==> config.mk <==
export PLATFORM = sky130hd
export DESIGN_NAME = seg_scan_driver
export DESIGN_NICKNAME = d
export VERILOG_FILES = /design/src/rtl/seg_scan_driver.sv
export SDC_FILE = /design/constraint.sdc
export NUM_CORES = 1
export LEC_CHECK = 0
export ABC_AREA = 1
export ABC_CLOCK_PERIOD_IN_PS = 3200
export CAP_MARGIN = 20
export CORE_MARGIN = 3
export CORE_UTILIZATION = 57
export DETAILED_ROUTE_END_ITERATION = 10
export GPL_ROUTABILITY_DRIVEN = 0
export GPL_TIMING_DRIVEN = 0
export PLACE_DENSITY = 0.8
export SYNTH_ARGS = -nofsm -noshare
export SYNTH_HDL_FRONTEND = slang
export SYNTH_SLANG_ARGS = --single-unit
==> constraint.sdc <==
create_clock -name clk -period 3.2 [get_ports clk]
set_input_delay 0.64 -clock clk [delete_from_list [all_inputs] [get_ports clk]]
set_output_delay 0.64 -clock clk [all_outputs]
set_load 0.02 [all_outputs]
==> src/rtl/seg_scan_driver.sv <==
// seg_scan_driver: 4-digit multiplexed 7-segment scanner.
// Each digit gets DWELL clocks. The first GUARD clocks of every slot keep
// all anodes off. New data is staged in a pending register and moves to
// the display registers only at frame boundaries, so a frame never shows
// a mix of old and new digits. an/ssd are registered from the next-state
// decode, so they always match the registered cnt/dig/disp state with no
// extra latency and without glitches.
module seg_scan_driver #(
   parameter int DWELL = 100000,
   parameter int GUARD = 2
) (
   input  logic        clk,
   input  logic        rst_n,
   input  logic [15:0] value,
   input  logic [3:0]  dp_in,
   input  logic [3:0]  blank_in,
   input  logic        load,
   output logic        pending,
   output logic        frame_done,
   output logic [3:0]  an,
   output logic [7:0]  ssd
);

   localparam int          CW      = (DWELL > 1) ? $clog2(DWELL) : 1;
   localparam logic [CW-1:0] LAST  = CW'(DWELL - 1);
   localparam logic [31:0] GUARD_U = 32'(GUARD);

   logic [CW-1:0] cnt, cnt_n;
   logic [1:0]    dig, dig_n;
   logic [15:0]   disp_val, disp_val_n, pend_val;
   logic [3:0]    disp_dp, disp_dp_n, pend_dp;
   logic [3:0]    disp_blank, disp_blank_n, pend_blank;
   logic          wrap, boundary;
   logic [3:0]    an_n;
   logic [7:0]    ssd_n;
   logic [3:0]    nib;

   // Active-high segment pattern, bit0 = A ... bit6 = G
   function automatic logic [6:0] glyph(input logic [3:0] n);
      case (n)
         4'h0: glyph = 7'h3F;
         4'h1: glyph = 7'h06;
         4'h2: glyph = 7'h5B;
         4'h3: glyph = 7'h4F;
         4'h4: glyph = 7'h66;
         4'h5: glyph = 7'h6D;
         4'h6: glyph = 7'h7D;
         4'h7: glyph = 7'h07;
         4'h8: glyph = 7'h7F;
         4'h9: glyph = 7'h6F;
         4'hA: glyph = 7'h77;
         4'hB: glyph = 7'h7C;
         4'hC: glyph = 7'h39;
         4'hD: glyph = 7'h5E;
         4'hE: glyph = 7'h79;
         default: glyph = 7'h71;
      endcase
   endfunction

   // Next scan position, display latch at boundary, and output decode of that next state
   always_comb begin
      wrap         = (cnt == LAST);
      boundary     = wrap && (dig == 2'd3);
      cnt_n        = wrap ? '0 : cnt + 1'b1;
      dig_n        = wrap ? dig + 2'd1 : dig;
      disp_val_n   = disp_val;
      disp_dp_n    = disp_dp;
      disp_blank_n = disp_blank;
      if (boundary && pending) begin
         disp_val_n   = pend_val;
         disp_dp_n    = pend_dp;
         disp_blank_n = pend_blank;
      end
      nib   = disp_val_n[4*dig_n +: 4];
      an_n  = 4'hF;
      ssd_n = 8'hFF;
      if (!((32'(cnt_n) < GUARD_U) || disp_blank_n[dig_n])) begin
         an_n         = 4'hF;
         an_n[dig_n]  = 1'b0;
         ssd_n        = {~disp_dp_n[dig_n], ~glyph(nib)};
      end
   end

   // Scan counters, display/pending registers and registered outputs
   always_ff @(posedge clk or negedge rst_n) begin
      if (!rst_n) begin
         cnt        <= '0;
         dig        <= 2'd0;
         disp_val   <= 16'h0;
         disp_dp    <= 4'h0;
         disp_blank <= 4'hF;
         pend_val   <= 16'h0;
         pend_dp    <= 4'h0;
         pend_blank <= 4'h0;
         pending    <= 1'b0;
         frame_done <= 1'b0;
         an         <= 4'hF;
         ssd        <= 8'hFF;
      end else begin
         cnt        <= cnt_n;
         dig        <= dig_n;
         disp_val   <= disp_val_n;
         disp_dp    <= disp_dp_n;
         disp_blank <= disp_blank_n;
         frame_done <= boundary;
         an         <= an_n;
         ssd        <= ssd_n;
         // A load on the boundary edge re-arms pending with the new data
         if (load) begin
            pend_val   <= value;
            pend_dp    <= dp_in;
            pend_blank <= blank_in;
            pending    <= 1'b1;
         end else if (boundary) begin
            pending    <= 1'b0;
         end
      end
   end

endmodule
Word level (Yosys, flattened, before mapping)
Memory sizes are Yosys's and may differ from the RTL's.
Cells that the tools add are included.
{ "op_classes": {"addsub": 2, "n_lt_le_gt_ge": 3, "n_eq_ne": 2, "shift": 1, "mux": 16, "n_bitwise": 3, "n_reduce_logical": 5} }
{ "ops": {"columns": ["op", "count"], "rows": [
  ["17-bit by 1-bit adder with 17-bit output (second input constant)", 1],
  ["17-bit equality test (second input constant)", 1],
  ["17-bit by 2-bit < comparator with 1-bit output (second input constant)", 1],
  ["17-bit 2-to-1 mux", 1],
  ["16-bit 2-to-1 mux", 1],
  ["16-bit by 5-bit indexed part select with 4-bit output", 1],
  ["4-bit 2-to-1 mux", 3],
  ["8-bit 2-to-1 mux", 1],
  ["7-bit 2-to-1 mux", 1],
  ["7-bit inverter", 1],
  ["1-bit 2-to-1 mux", 5],
  ["1-bit binary-select mux with 2-bit select", 2],
  ["4-bit inverter", 1],
  ["1-bit logical AND", 3],
  ["2-bit by 3-bit < comparator with 1-bit output (second input constant)", 1],
  ["2-bit by 1-bit adder with 2-bit output (second input constant)", 1],
  ["1-bit demux with 2-bit select", 1],
  ["2-bit equality test (second input constant)", 1],
  ["2-bit by 1-bit >= comparator with 1-bit output (second input constant)", 1],
  ["2-bit 2-to-1 mux", 1],
  ["2-bit nonzero test", 1],
  ["1-bit logical OR", 1],
  ["1-bit inverter", 1]
]} }
{ "word_totals": {"regBits": 81, "mem_bits_ro": 112, "output_inout_bits": 14, "n_memories": 1} }
{ "memory_table": {"columns": ["memory", "words", "width", "rd", "rd_ports_with_merged_regs", "write_ports", "line_no", "source"], "rows": [
  ["(no name shown)", 16, 7, 1, 0, 0, "40", "case (n)"]
]} }

Logic depth before layout (Yosys ltp)
Gate-level depths: netlist of the first run.
{ "logic_depth": {"word_depth": 10, "depth_mapped": 19, "mapped_depth_nobuf": 18} }

Least setup slack after synthesis of the first run
Ideal clock, no wire load.
{ "synth_timing": {"kind": "register to register", "from": "register cnt[0]", "to": "register ssd[5]", "t_arrival_ns": 2.137, "setup_slack_ns": 0.979, "stages_incl_launch_ff": 18, "path_buffers": 0, "period_less_slack_ns": 2.221, "path_cell_list": "dfrtp_1 -> ha_1 -> nand3_2 -> inv_2 -> nand3_1 -> nor2_4 -> nand2_2 -> nand2_2 -> nor2_2 -> nand2_1 -> nand2_1 -> nor2_2 -> inv_2 -> ha_1 -> inv_1 -> nand2_2 -> nand3_1 -> nand3_1"} }
{ "synth_between": {"elab_chain_cells": 9} }
{ "synth_rtl": {"columns": ["element", "line_no", "source"], "rows": [
  ["from (decl)", "28", "logic [CW-1:0] cnt, cnt_n;"],
  ["from (signal assigned)", "100", "cnt <= cnt_n;"],
  ["17-bit equality test", "62", "wrap = (cnt == LAST);"],
  ["1-bit logical AND", "63", "boundary = wrap && (dig == 2'd3);"],
  ["1-bit logical AND", "69", "if (boundary && pending) begin"],
  ["16-bit 2-to-1 mux", "69", null],
  ["16-bit by 5-bit indexed part select with 4-bit output", "74", "nib = disp_val_n[4*dig_n +: 4];"],
  ["memory read 16 x 7 bit", null, null],
  ["7-bit 2-to-1 mux", "77", "if (!((32'(cnt_n) < GUARD_U) || disp_blank_n[dig_n])) begin"],
  ["7-bit inverter", "80", "ssd_n = {~disp_dp_n[dig_n], ~glyph(nib)};"],
  ["8-bit 2-to-1 mux *", "77", null],
  ["net ssd_n[5]", "35", "logic [7:0] ssd_n;"],
  ["to (signal assigned)", "107", "ssd <= ssd_n;"],
  ["to (decl)", "21", "output logic [7:0] ssd"]
]} }
Mark *: on every way through the listed nets, which the timed path passes. The rest lies on a longest branch. The select of a mux whose other input is x is not followed.
A chain may end at the register's enable or synchronous reset.

Worst setup path in the final report of the first run
Ends and elaborated chain as after synthesis.

==> tab_implementation.tex, run 1 <==
\begin{tabular}{lr}
\hline
Metric & Value \\
\hline
\multicolumn{2}{l}{\textbf{Clock network}} \\
\quad Maximum clock insertion buffer count & 2 \\
\quad Post-cts gate resize count & 0 \\
\quad CTS Hold Buffers Added & 0 \\
\quad Cell chosen for the clock root & sky130\_fd\_sc\_hd\_\_clkbuf\_8 \\
\quad H-tree level count & 3 \\
\quad TritonCTS Buffers & 9 \\
\quad Number of clock sinks seen by CTS & 81 \\
\quad Clk Latency, worst-skew pair & 0.36 ns \\
\quad Clock tree from TritonCTS & done \\
\quad Post-CTS setup-driven buffer insertion count & 0 \\
\quad Clock edge transition at the registers on the reported setup and hold paths & 0.09 ns \\
\multicolumn{2}{l}{\textbf{Timing}} \\
\quad Fmax & 375 MHz \\
\quad Final critical-path share of the clock period & 83.3\% \\
\quad RSZ-0062 raised after global routing & no \\
\quad Final hold violations & 0 \\
\quad Final min period & around 2.7 ns \\
\quad Max-slew violations & 0 \\
\quad Worst Max-Slew Pin Slew & approximately 0.48 ns \\
\quad Worst slew margin relative to its limit & 68.0\% \\
\quad Finish-stage setup viols & 0 \\
\quad Largest clock skew in the final design & 0.00961 ns \\
\multicolumn{2}{l}{\textbf{Finish}} \\
\quad Layout Area Growth over Synthesis & 17.7\% \\
\quad Number of nets at the end of the flow & 611 \\
\quad Number of non-filler instances in the completed layout & 677 \\
\quad Filler Cells Inserted & 574 \\
\quad Number of antenna cells inserted & 0 \\
\quad Fraction of final layout cells sized beyond drive strength 1 & 15.0\% \\
\quad Design area & between 0.004 and 0.005 mm2 \\
\multicolumn{2}{l}{\textbf{Synthesis}} \\
\quad Top cells by area in the synthesized netlist & sky130\_fd\_sc\_hd\_\_dfrtp\_1, sky130\_fd\_sc\_hd\_\_nand2\_1, sky130\_fd\_sc\_hd\_\_dfstp\_2, sky130\_fd\_sc\_hd\_\_inv\_1, sky130\_fd\_sc\_hd\_\_nand3\_1 \\
\quad Sequential-to-total area share from yosys stat & 49.9\% \\
\quad Proportion of synthesized flip-flops having asynchronous set or reset & 100\% \\
\quad Largest area contributor in the synthesized netlist & sky130\_fd\_sc\_hd\_\_dfrtp\_1 \\
\quad Netlist area before placement & 0.00410 mm2 \\
\quad Synth top cells by count & sky130\_fd\_sc\_hd\_\_nand2\_1, sky130\_fd\_sc\_hd\_\_inv\_1, sky130\_fd\_sc\_hd\_\_dfrtp\_1 \\
\quad Flip-flop cell with the highest count after synthesis & sky130\_fd\_sc\_hd\_\_dfrtp\_1 \\
\quad Distinct cell type count after synthesis & 27 \\
\quad EDFF count, synth & 0 \\
\quad Mapped Nets & 559 \\
\quad Number of storage elements in the synthesis netlist & slightly above 80 \\
\quad Count of warnings emitted by yosys & 0 \\
\quad Syn avg cell area & 7.82 um2 \\
\quad Most repeated cell in the gate-level netlist after synthesis & sky130\_fd\_sc\_hd\_\_nand2\_1 \\
\quad Mapped Cells & 524 \\
\quad Proportion of netlist area held by the largest area contributor & 39.7\% \\
\multicolumn{2}{l}{\textbf{Drt}} \\
\quad Wire length per cell & around 13 um \\
\quad Number of nets still failing antenna checks after routing & 0 \\
\quad Detailed Routing Iterations Pass 1 & 4 \\
\quad \# DRC & 0 \\
\quad Vias after detailed routing & 3,411 \\
\quad Final Routed Wirelength & 8610 um \\
\quad DRT iter0 DRCs & 207 \\
\quad Vias per cell & between 5 and 6 \\
\multicolumn{2}{l}{\textbf{GRT}} \\
\quad First-pass GRT wire length & 14,900 um \\
\quad GRT Resource Usage Total & between 20\% and 30\% \\
\quad Global route overflow & 0 \\
\quad Antenna violations before repair & 0 \\
\quad Maximum number of pins on one net before global-route repair & 52 \\
\quad Number of global-route vias before repair & between 3,000 and 4,000 \\
\multicolumn{2}{l}{\textbf{Floorplanning}} \\
\quad Core ar. & 0.00687 mm2 \\
\quad Overall die width & between 90 and 100 um \\
\quad Standard-cell row count & 30 \\
\quad Io pins & 41 \\
\quad Starting Density & 59.7\% \\
\quad Die Span Y & 90.8 um \\
\quad Die footprint & 0.00825 mm2 \\
\multicolumn{2}{l}{\textbf{Worst setup path}} \\
\quad Largest fanout on the critical path & 10 \\
\quad Sort of element at the start of the critical path & flip-flop \\
\quad Endpoint type of the worst setup path & flip-flop \\
\quad Type of the worst setup path & flip-flop to flip-flop \\
\quad Endpoint arrival time on the critical path & between 2 and 3 ns \\
\quad Required time at the endpoint of the critical path & 3.48 ns \\
\multicolumn{2}{l}{\textbf{Min path}} \\
\quad Hold Path Class & input pin to asynchronous set/reset pin \\
\multicolumn{2}{l}{\textbf{Job}} \\
\quad Reported max-cap violation count & 0 \\
\multicolumn{2}{l}{\textbf{Place}} \\
\quad Area post-placement & about 0.0046 mm2 \\
\quad Placed cell count & $\sim$660 \\
\quad Detailed-placement wirelength estimate & 6340 um \\
\quad Buffers on Ports & 40 \\
\multicolumn{2}{l}{\textbf{Power}} \\
\quad Power per cell area & 382 mW/mm2 \\
\quad Max VDD drop & 0.217 mV \\
\quad Static leakage & about 2.6 nW \\
\multicolumn{2}{l}{\textbf{Run status}} \\
\quad Outcome & completed \\
\hline
\end{tabular}
==> final timing paths <==
path                        start             to  slack (ns)  depth (start not counted)
setup / recovery           cnt[0]         ssd[5]        0.54                         17
hold reg to reg            cnt[0]         cnt[0]        0.47                          1
setup reg to reg           cnt[0]         ssd[5]        0.54                         17
hold / removal              rst_n        cnt[16]        0.21                          1
min in group clk           cnt[0]         cnt[0]        0.47                          1
max in group asynchronous   rst_n  disp_blank[1]        2.36                          2
==> sequential cells by signal, summed over array words and instances, names as in the netlist <==
signal      count
pend_dp         4
pending         1
disp_blank      4
dig             2
disp_dp         4
an              4
frame_done      1
pend_val       16
pend_blank      4
ssd             8
cnt            17
disp_val       16
==> cell usage in the layout (no fill, tap or decap), types with 6 or more instances in the layout <==
cell type                         netlist  final
sky130_fd_sc_hd__clkbuf_8               0      9
sky130_fd_sc_hd__clkdlybuf4s50_1        0     39
sky130_fd_sc_hd__dfrtp_1               65     65
sky130_fd_sc_hd__dfstp_2               16     16
sky130_fd_sc_hd__ha_1                   8      8
sky130_fd_sc_hd__inv_1                 68     68
sky130_fd_sc_hd__inv_2                 14     14
sky130_fd_sc_hd__nand2_1              195    195
sky130_fd_sc_hd__nand2_2               11     11
sky130_fd_sc_hd__nand3_1               40     40
sky130_fd_sc_hd__nand4_1               14     14
sky130_fd_sc_hd__nor2_1                21     21
sky130_fd_sc_hd__nor2_2                 9      9
sky130_fd_sc_hd__o21ai_0               23     23
sky130_fd_sc_hd__o21ai_1                6      6
==> worst max-delay path, stage by stage, from the launching register on <==
cell and delay [ns]:
sky130_fd_sc_hd__dfrtp_1 0.38, sky130_fd_sc_hd__ha_1 0.21, sky130_fd_sc_hd__nand3_2 0.14, sky130_fd_sc_hd__inv_2 0.19, sky130_fd_sc_hd__nand3_1 0.15, sky130_fd_sc_hd__nor2_4 0.23
sky130_fd_sc_hd__nand2_2 0.08, sky130_fd_sc_hd__nand2_2 0.09, sky130_fd_sc_hd__nor2_2 0.10, sky130_fd_sc_hd__nand2_1 0.10, sky130_fd_sc_hd__nand2_1 0.06, sky130_fd_sc_hd__nor2_2 0.26
sky130_fd_sc_hd__inv_2 0.11, sky130_fd_sc_hd__ha_1 0.23, sky130_fd_sc_hd__inv_1 0.07, sky130_fd_sc_hd__nand2_2 0.06, sky130_fd_sc_hd__nand3_1 0.06, sky130_fd_sc_hd__nand3_1 0.07
==> power breakdown <==
part / leakage, nW / switching, W / internal, W
combinational: 1.52 / 0.0000494 / 0.0000438
clock: 0.0833 / 0.000397 / 0.000288
sequential: 1.01 / 0.0000125 / 0.00105
total: 2.62 / 0.000459 / 0.00138
==> kinds of logic after synthesis <==
group | after synthesis | share of synthesized area, %
flip-flops | 81 | 49.9
buffers and inverters | 96 | 9.43
AO/OA/AOI/OAI | 30 | 3.72
XOR/XNOR | 2 | 0.427
adder cells (fa/ha/maj) | 8 | 2.44
AND/OR/NAND/NOR | 307 | 34.1
==> cell type report <==
class                      count  area, um2  share of cell area [%]
buffer                        12       71.3                    1.48
inverter                      84        315                    6.53
clock inverter                 7       56.3                    1.17
multi-input combinational    347       1670                    34.5
sequential                    81       2050                    42.4
clock buffer                   9        124                    2.57
tap                           96        120                    2.49
timing repair buffer          41        425                    8.82
==> stage by stage <==
| stage | setup WS [ns] | TNS, ns | utilization (%) | power [W] | hold WS, ns |
|---|---|---|---|---|---|
| after floorplan | 0.979 | 0 | - | 0.00111 | 0.344 |
| after global placement | -1.24 | -85.82 | 67.3 | 0.00117 | 0.448 |
| after detailed placement | 0.541 | 0 | 67.6 | 0.00118 | 0.457 |
| after CTS | 0.497 | 0 | 70.3 | 0.00185 | 0.221 |
| after global routing | 0.253 | 0 | 70.3 | 0.00191 | 0.248 |
| final | 0.535 | 0 | 70.3 | 0.00184 | 0.207 |
==> routing by layer <==
metal	vias up	global-route usage [%]	part of all wire, %
met1	1591	28.9	46
met4	0	7.91	1.4
li1	1713	-	-
met3	14	3.17	4.3
met2	93	37.7	49
met5	-	0	0
No activity file was read; power rests on OpenSTA's default activity.
==> inputs of run 2 (changes only) <==
--- a/config.mk
+++ b/config.mk
@@ -6,14 +6,14 @@
 export NUM_CORES = 1
 export LEC_CHECK = 0
 export ABC_AREA = 1
-export ABC_CLOCK_PERIOD_IN_PS = 3200
+export ABC_CLOCK_PERIOD_IN_PS = 2200
 export CAP_MARGIN = 20
 export CORE_MARGIN = 3
-export CORE_UTILIZATION = 57
+export CORE_UTILIZATION = 51
 export DETAILED_ROUTE_END_ITERATION = 10
 export GPL_ROUTABILITY_DRIVEN = 0
 export GPL_TIMING_DRIVEN = 0
-export PLACE_DENSITY = 0.8
+export PLACE_DENSITY = 0.75
 export SYNTH_ARGS = -nofsm -noshare
 export SYNTH_HDL_FRONTEND = slang
 export SYNTH_SLANG_ARGS = --single-unit
==> constraint.sdc (replaced) <==
create_clock -name clk -period 2.2 [get_ports clk]
set_input_delay 0.44 -clock clk [delete_from_list [all_inputs] [get_ports clk]]
set_output_delay 0.44 -clock clk [all_outputs]
set_load 0.02 [all_outputs]
==> run 2 against run 1 <==
The run now ends with negative setup slack left. Sequential share of layout area is 8.0 points lower. Hold slack worse by 0.16 ns. Die area is 11% higher. Highest routed layer unchanged.
==> tab_implementation.tex, run 2 (synthesis gave the netlist of run 1 again) <==
\begin{tabular}{lr}
\hline
Metric & Value \\
\hline
\multicolumn{2}{l}{\textbf{Floorplanning}} \\
\quad Standard-cell row count & 32 (+6.7\%) \\
\quad Starting Density & 52.8\% (-6.9 points) \\
\quad Die footprint & 0.00915 mm2 (+11\%) \\
\quad Core ar. & 0.00777 mm2 (+13\%) \\
\quad Io pins & 41 (unchanged) \\
\quad Overall die width & 95.7 um (+5.3\%) \\
\quad Die Span Y & 95.7 um (+5.3\%) \\
\multicolumn{2}{l}{\textbf{Finish}} \\
\quad Number of non-filler instances in the completed layout & 759 (+12\%) \\
\quad Fraction of final layout cells sized beyond drive strength 1 & 37.1\% (+22 points) \\
\quad Flip-flop count of the largest register after layout & 17 (unchanged) \\
\quad Most common cell after layout, fill and taps aside & sky130\_fd\_sc\_hd\_\_nand2\_1 \\
\quad Number of nets at the end of the flow & 687 (+12\%) \\
\quad Layout Area Growth over Synthesis & 45.5\% \\
\quad Registers with the most flip-flops & cnt (17), disp\_val (16), pend\_val (16) \\
\quad Largest reg by FF count & cnt \\
\quad Number of antenna cells inserted & 0 (unchanged) \\
\quad Top library cells by usage in the layout, fill and taps aside & sky130\_fd\_sc\_hd\_\_nand2\_1, sky130\_fd\_sc\_hd\_\_buf\_4, sky130\_fd\_sc\_hd\_\_dfrtp\_1 \\
\multicolumn{2}{l}{\textbf{Clock network}} \\
\quad Clock edge transition at the registers on the reported setup and hold paths & 0.08 ns (about the same) \\
\quad H-tree level count & 3 (unchanged) \\
\quad Cell chosen for the clock root & sky130\_fd\_sc\_hd\_\_clkbuf\_8 \\
\quad Maximum clock insertion buffer count & 2 (unchanged) \\
\quad Number of clock sinks seen by CTS & 81 (unchanged) \\
\quad TritonCTS Buffers & 9 (unchanged) \\
\quad CTS Hold Buffers Added & 0 (unchanged) \\
\quad Clk Latency, worst-skew pair & 0.36 ns (about the same) \\
\quad Clock tree from TritonCTS & done \\
\multicolumn{2}{l}{\textbf{Power}} \\
\quad Static leakage & 3.10 nW (+18\%) \\
\quad Power per cell area & 463 mW/mm2 (+21\%) \\
\quad Design Power & 0.00276 W (+50\%) \\
\quad Max VDD drop & 0.423 mV (+95\%) \\
\multicolumn{2}{l}{\textbf{Worst setup path}} \\
\quad Type of the worst setup path & flip-flop to flip-flop \\
\quad Beginning of the critical path & cnt[0] \\
\quad Cell chain of the critical path & ha\_4 -> nand3\_4 -> clkinv\_4 -> buf\_4 -> nand4\_1 -> nand2\_4 -> nor2\_4 -> nand2\_2 -> nand2\_2 -> nor2\_4 -> inv\_4 -> ha\_4 -> inv\_2 -> nand2\_4 -> nand3\_1 -> nand3\_1 \\
\quad Sort of element at the start of the critical path & flip-flop \\
\quad Critical Path End & ssd[5] \\
\quad Endpoint type of the worst setup path & flip-flop \\
\quad Number of cell instances on the worst register-to-register path & 16 (-1) \\
\quad Endpoint arrival time on the critical path & 2.77 ns (-0.18 ns) \\
\quad Largest fanout on the critical path & 5 (-5) \\
\quad Worst flop-to-flop path startpoint & cnt[0] \\
\quad Highest-delay cell along the critical path & sky130\_fd\_sc\_hd\_\_dfrtp\_1 \\
\quad Largest stage delay on the critical path & 0.43 ns (+0.05 ns) \\
\quad R2R Path End & ssd[5] \\
\quad Required time at the endpoint of the critical path & 2.48 ns (-1.00 ns) \\
\quad FF-to-FF setup slack & -0.29 ns (-0.82 ns) \\
\multicolumn{2}{l}{\textbf{Min path}} \\
\quad Hold Path Class & input pin to asynchronous set/reset pin \\
\multicolumn{2}{l}{\textbf{Drt}} \\
\quad Vias after detailed routing & 4,169 (+22\%) \\
\quad DRT iter0 DRCs & 368 (+78\%) \\
\quad Final Routed Wirelength & 12,800 um (+49\%) \\
\quad Detailed Routing Iterations Pass 1 & 5 (+1) \\
\quad \# DRC & 0 (unchanged) \\
\quad Number of nets still failing antenna checks after routing & 0 (unchanged) \\
\quad Vias per cell & 5.49 (+9.0\%) \\
\quad Wire length per cell & 16.9 um (+33\%) \\
\multicolumn{2}{l}{\textbf{Timing}} \\
\quad Finish-stage setup viols & 12 (+12) \\
\quad Final TNS setup & -2.28 ns (-2.28 ns) \\
\quad Worst Max-Slew Pin Slew & 0.507 ns (+0.0262 ns) \\
\quad Final hold violations & 0 (unchanged) \\
\quad RSZ-0062 raised after global routing & yes \\
\quad Max-slew violations & 0 (unchanged) \\
\quad Fin worst setup slack & -0.288 ns (-0.823 ns) \\
\quad Final critical-path share of the clock period & 113\% (+30 points) \\
\quad Largest clock skew in the final design & 0.0109 ns (+0.00126 ns) \\
\quad Final min period & 2.49 ns (-0.177 ns) \\
\quad Worst slew margin relative to its limit & 66.2\% (-1.7 points) \\
\quad Fmax & 402 MHz (+7.1\%) \\
\multicolumn{2}{l}{\textbf{Run status}} \\
\quad Outcome & finished with violations \\
\quad Violated checks & negative setup slack \\
\multicolumn{2}{l}{\textbf{Place}} \\
\quad Buffers on Ports & 40 (unchanged) \\
\quad Detailed-placement wirelength estimate & 6330 um (-0.11\%) \\
\quad Placed cell count & 667 (+0.91\%) \\
\quad Minimum setup slack after placement & -0.378 ns (-0.919 ns) \\
\multicolumn{2}{l}{\textbf{GRT}} \\
\quad First-pass GRT wire length & 17,500 um (+18\%) \\
\quad GRT Resource Usage Total & 24.9\% (+2.8 points) \\
\quad Global route overflow & 0 (unchanged) \\
\quad Maximum number of pins on one net before global-route repair & 45 (-13\%) \\
\quad Number of global-route vias before repair & 3,825 (+16\%) \\
\quad Antenna violations before repair & 0 (unchanged) \\
\multicolumn{2}{l}{\textbf{Job}} \\
\quad Reported max-cap violation count & 0 (unchanged) \\
\hline
\end{tabular}
## run 2: worst min path at each step
stage                    to  slack (ns)
finish              cnt[14]        0.04
detailed placement  cnt[14]        0.44
global route        cnt[14]        0.07
CTS                 cnt[14]        0.05
floorplan            cnt[0]        0.14
global placement     cnt[0]        0.45
## run 2: stage by stage
| stage | hold slack, ns | util [%] | area [um2] |
|---|---|---|---|
| floorplan | 0.144 | - | 4110 |
| global placement | 0.449 | 59.7 | 4640 |
| detailed placement | 0.440 | 59.9 | 4660 |
| CTS | 0.0549 | 71.5 | 5560 |
| global route | 0.0702 | 76.8 | 5970 |
| finish | 0.0424 | 76.8 | 5970 |
## run 2: what timing repair did
| item | in CTS | in global routing |
|---|---|---|
| pin swaps | 28 | 46 |
| cloned | 0 | 1 |
| gates resized for setup | 75 | 76 |
| buffers inserted | 56 | 22 |
| endpoints found under the setup margin | 12 | 13 |
## run 2: power by group
group | total (W) | leakage [nW] | switching (W) | internal [W]
Sequential | 0.00155 | 1.01 | 0.0000195 | 0.00153
Clock | 0.00108 | 0.0916 | 0.000548 | 0.000528
Combinational | 0.000138 | 2.00 | 0.0000756 | 0.0000622
Total | 0.00276 | 3.10 | 0.000643 | 0.00212
## run 2: routing by layer
metal | up-vias | track usage, % | wire [um]
li1 | 1863 | - | -
met1 | 1965 | 31.3 | 4610
met2 | 249 | 40.8 | 6460
met3 | 92 | 3.87 | 935
met4 | 0 | 14.2 | 822
met5 | - | 0 | 0
## run 2: final cells by class
type	count	area, um2
buffer	11	77.6
clock buffer	13	139
clock inverter	3	43.8
fill	487	1800
inverter	84	324
multi-input combinational	347	2130
sequential	81	2050
tap	102	128
timing repair buffer	118	1070
## run 2: critical path, delay by kind of cell (launching register included)
family,cells,cell delay (ns)
buffers and inverters,4,0.39
and+or+nand+nor,10,1.22
adders and majority gates,2,0.36
DFF,1,0.43
==> edit 1, RTL diff (settings of run 2) <==
The parameter `DWELL` goes from 100000 to 50000.
--- a/src/rtl/seg_scan_driver.sv
+++ b/src/rtl/seg_scan_driver.sv
@@ -6,7 +6,7 @@
 // decode, so they always match the registered cnt/dig/disp state with no
 // extra latency and without glitches.
 module seg_scan_driver #(
-   parameter int DWELL = 100000,
+   parameter int DWELL = 50000,
    parameter int GUARD = 2
 ) (
    input  logic        clk,
Check against the original RTL: no difference found for any inputs over 10 cycles, from zero or initial values and one cycle with rst_n low; that may be too few to reach the edited logic, so the function may still have changed.
==> edit 1 against run 2 <==
Area after synthesis grew 2.3%. Wire length decreased by 11%. First-iteration DRC count decreased by 41%. Sequential cell count fell by 1. Setup slack improved by 100 ps. Largest power group unchanged. Cell area shrank 2.9%. Critical endpoint is now ssd[0]. Power rose by 5.8%. Critical path type unchanged. The flow still finishes with violations (negative setup slack). Worst hold slack worse by 1.0 ps.
==> edit 1: results <==
sta:
  worst_pin_slew_ps: 570.1
  fin_skew_ps: 9.046
  fin_ws_ps: -187.1
  setup_viol: 12
logic_synthesis:
  synth_mux_area_share_pct: 0
  yosysWarningCount: 0
  synth_fp_nets: 550
  synth_area_leaders: "dfrtp_1, nand2_1, dfstp_2, inv_1, nand3_1"
  syn_avg_cell_area_sq_um: 8.141
  synth-xor-area-share_pct: 0.6267
  synth-compound-area-share_pct: 4.297
  synthFlopType: "dfrtp_1"
  synth_cell_types: 32
  synthArstFlopShare_pct: 100.0
  synth_fa_ha_area_share_pct: 2.387
  synth_common_cells: "nand2_1, inv_1, dfrtp_1"
  synth_seq_area_share_pct: 48.22
placement:
  numPlacedInstances: 657
  dp_hpwl_microns: 6490
  place_ws_ps: -349.5
  numPortBuffers: 39
  dpl_cell_area_sq_mm: 0.004746
detailed_routing:
  first_iter_violations: 217
  vias: 3839
  wirelength_microns: 11460
  wl_per_cell_microns: 15.73
  drtPass1Iterations: 5
worst_setup_path:
  path_max_fanout: 4
  path_delay_family: "simple AND/OR/NAND/NOR gates"
  arrival_ps: 2680
  max_stage_delay_ps: 400
  cp_slowest_cell: "dfrtp_1"
clocking:
  worstSkewPairLatency_ps: 360
  htree_num_levels: 3
  cts.path.max_buffers: 2
layout:
  layout-drive-gt1-share_pct: 36.42
  reg_top3: "cnt (16), disp_val (16), pend_val (16)"
  num-fill-cells: 552
global_route:
  first_global_vias: 3675
  grt_pass1_wl_microns: 17220
  grtUsageTotal_pct: 22.37
  antenna_found_initial: 0
  grt_max_degree: 42
power_and_ir_drop:
  cellLeakagePower_nw: 2.939
  switchingPower_uw: 698.2
  vdd_ir_drop_max_v: 0.0005881
status:
  status: "complete, but fails checks"
  violations: "negative setup slack"
worst_hold_path:
  hp-class: "input pin to async pin"
==> edit 1: changes by cell type after synthesis, sizes merged, moves of 2 or more <==
cell | before | now
a21oi | 0 | 2
nand3 | 44 | 38
nor2 | 35 | 42
or2 | 0 | 2
inv | 82 | 71
nand2 | 208 | 203
==> edit 1: logic make-up (layout without fill, tap and decap cells) <==
| kind of cell | Yosys count | after routing |
|---|---|---|
| fa+ha+maj | 8 | 8 |
| simple gates | 307 | 307 |
| buf+inv | 85 | 196 |
| flops | 80 | 80 |
| compound gates | 32 | 32 |
| xor+xnor | 3 | 3 |
==> edit 1: per-stage QoR <==
step	power [mW]	util [%]	hold WS [ps]	setup TNS, ps
floorplan	1.598	-	144.4	0
global placement	1.688	60.25	450.5	-150830
detailed placement	1.696	60.48	451.0	-2201
CTS	2.928	69.34	64.68	-44.42
global route	3.014	73.82	76.46	-2855
finish	2.920	73.82	41.34	-1414
==> edit 1: area by class of cell <==
| cell class | count | area share [%] |
|---|---|---|
| clock inverters | 7 | 1.771 |
| plain buffers | 13 | 1.922 |
| well taps | 102 | 2.203 |
| repair buffers | 95 | 15.29 |
| clock buffers | 9 | 2.138 |
| flip-flops and latches | 80 | 35.05 |
| multi-input cells | 350 | 36.85 |
| inverters | 72 | 4.773 |
==> edit 1: repair_timing <==
item | 4_1_cts | 5_1_grt
cloned | 0 | 2
setup buffers | 35 | 19
gates resized for setup | 56 | 51
endpoints found under the setup margin | 9 | 12
hold buffers | 0 | 0
pin swaps | 26 | 12
==> edit 1: metal layers <==
metal / vias up / wire length, microns / GRT usage [%]
met5: - / 0 / 0
met3: 31 / 558 / 2.884
met2: 154 / 5692 / 36.57
met4: 0 / 312 / 9.611
met1: 1842 / 4893 / 29.99
li1: 1812 / - / -
==> edit 1: final timing paths <==
kind,start,endpoint,slack [ps],cells past startpoint
setup / recovery,cnt[0],ssd[0],-190,17
hold / removal,rst_n,cnt[6],40,1
setup reg to reg,cnt[0],ssd[0],-190,17
hold reg to reg,pend_val[0],pend_val[0],480,2
max in group asynchronous,rst_n,ssd[7],1500,2
min in group clk,load,pend_blank[3],450,2
==> edit 1: power groups by stage <==
| stage | registers (mW) | clock network (mW) | logic, mW |
|---|---|---|---|
| floorplan | 1.55 | 0 | 0.0481 |
| global placement | 1.56 | 0 | 0.133 |
| detailed placement | 1.56 | 0 | 0.141 |
| CTS | 1.53 | 1.26 | 0.142 |
| global route | 1.53 | 1.32 | 0.159 |
| finish | 1.53 | 1.25 | 0.139 |
==> edit 2, RTL diff (config.mk and constraints of run 2) <==
Without the edit above. Register the inputs `value`, `dp_in`, `blank_in` and `load` before use, with the module's reset. The logic sees them one clock later.
--- a/src/rtl/seg_scan_driver.sv
+++ b/src/rtl/seg_scan_driver.sv
@@ -24,6 +24,25 @@
    localparam int          CW      = (DWELL > 1) ? $clog2(DWELL) : 1;
    localparam logic [CW-1:0] LAST  = CW'(DWELL - 1);
    localparam logic [31:0] GUARD_U = 32'(GUARD);
+
+   logic [15:0] value_q;
+   logic [3:0] dp_q;
+   logic [3:0] blank_q;
+   logic load_q;
+
+   always_ff @(posedge clk or negedge rst_n) begin
+      if (!rst_n) begin
+         value_q <= '0;
+         dp_q    <= '0;
+         blank_q <= '0;
+         load_q  <= '0;
+      end else begin
+         value_q <= value;
+         dp_q    <= dp_in;
+         blank_q <= blank_in;
+         load_q  <= load;
+      end
+   end
 
    logic [CW-1:0] cnt, cnt_n;
    logic [1:0]    dig, dig_n;
@@ -106,10 +125,10 @@
          an         <= an_n;
          ssd        <= ssd_n;
          // A load on the boundary edge re-arms pending with the new data
-         if (load) begin
-            pend_val   <= value;
-            pend_dp    <= dp_in;
-            pend_blank <= blank_in;
+         if (load_q) begin
+            pend_val   <= value_q;
+            pend_dp    <= dp_q;
+            pend_blank <= blank_q;
             pending    <= 1'b1;
          end else if (boundary) begin
             pending    <= 1'b0;
Function: changed (a bounded check fails within 4 cycles, from zero or initial values and one cycle with rst_n low).
==> edit 2 against run 2 <==
Setup slack improved by 32 ps. Global-route usage is 3.4 points lower. Sequential cell count up 25. Power increased by 26%. The flow still finishes with violations (negative setup slack). Wire length down 18%. Clock skew grew 8.5 ps. Area after synthesis grew 18%. Combinational power grew 6%. Cell area increased by 6.3%.
==> edit 2: results <==
layout:
  inverters: 82
  num-fill-cells: 626
  layout-drive-gt1-share_pct: 32.72
  multiInputGateArea_sq_mm: 0.002077
  multi_input_area_share_pct: 32.77
  final-clk-cell-share_pct: 3.494
  final_nets: 678
  final_cells: 774
  multi_input_gates: 348
  final-nonclk-buf-share_pct: 14.15
  seq-cell-share_pct: 42.20
  non_clock_buffer_count: 96
sta:
  setup_viol: 12
  worst_pin_slew_ps: 431.0
  fin_skew_ps: 19.33
  fin_ws_ps: -255.6
detailed_routing:
  first_iter_violations: 193
  wl_per_cell_microns: 13.57
  drtPass1Iterations: 6
  vias: 3808
status:
  status: "complete, but fails checks"
  violations: "negative setup slack"
logic_synthesis:
  synthArstFlopShare_pct: 100.0
  synth_fa_ha_area_share_pct: 2.070
  synth-xor-area-share_pct: 0.3623
  synth_area_leaders: "dfrtp_1, nand2_1, dfstp_2, inv_1, nand3_1"
  synth-compound-area-share_pct: 3.106
  synth_seq_cells: 106
  synth_cell_types: 31
  synth_common_cells: "nand2_1, dfrtp_1, inv_1"
  synth_seq_area_share_pct: 55.28
placement:
  place_ws_ps: -299.9
  dpl_cell_area_sq_mm: 0.005497
  numPlacedInstances: 715
  dp_hpwl_microns: 6612
global_route:
  grt_util_met1_pct: 25.31
  use_met3_pct: 5.634
  grtUsageTotal_pct: 21.51
  grt_pass1_wl_microns: 17770
  antenna_found_initial: 0
  grt_max_degree: 76
  use_met2_pct: 37.16
worst_setup_path:
  path_max_fanout: 8
  max_stage_delay_ps: 380
power_and_ir_drop:
  cellLeakagePower_nw: 3.219
  intPower_mw: 2.634
clocking:
  postCtsSetupBuffers: 32
  post_cts_resized: 55
  worstSkewPairLatency_ps: 390
-- edit 2: worst paths after layout --
kind	end	startpoint	slack (ps)	depth (start not counted)
min in group asynchronous	cnt[9]	rst_n	510	2
worst min-delay path	pend_val[2]	value_q[2]	450	2
max in group asynchronous	disp_blank[2]	rst_n	920	3
worst max register to register	ssd[3]	cnt[0]	-260	17
worst max-delay path	ssd[3]	cnt[0]	-260	17
worst min register to register	pend_val[2]	value_q[2]	450	2
-- edit 2: power by group through the flow --
stage / Combinational, mW / Clock (mW) / Sequential (mW)
finish: 0.146 / 1.30 / 2.04
global placement: 0.135 / 0 / 2.07
global route: 0.170 / 1.41 / 2.04
floorplan: 0.0457 / 0 / 2.07
CTS: 0.151 / 1.32 / 2.04
detailed placement: 0.148 / 0 / 2.07
-- edit 2: layer usage --
metal / vias to the layer above / wire, microns
met5: - / 0
met4: 0 / 272
met3: 26 / 424
met2: 87 / 5654
met1: 1818 / 4149
li1: 1877 / -
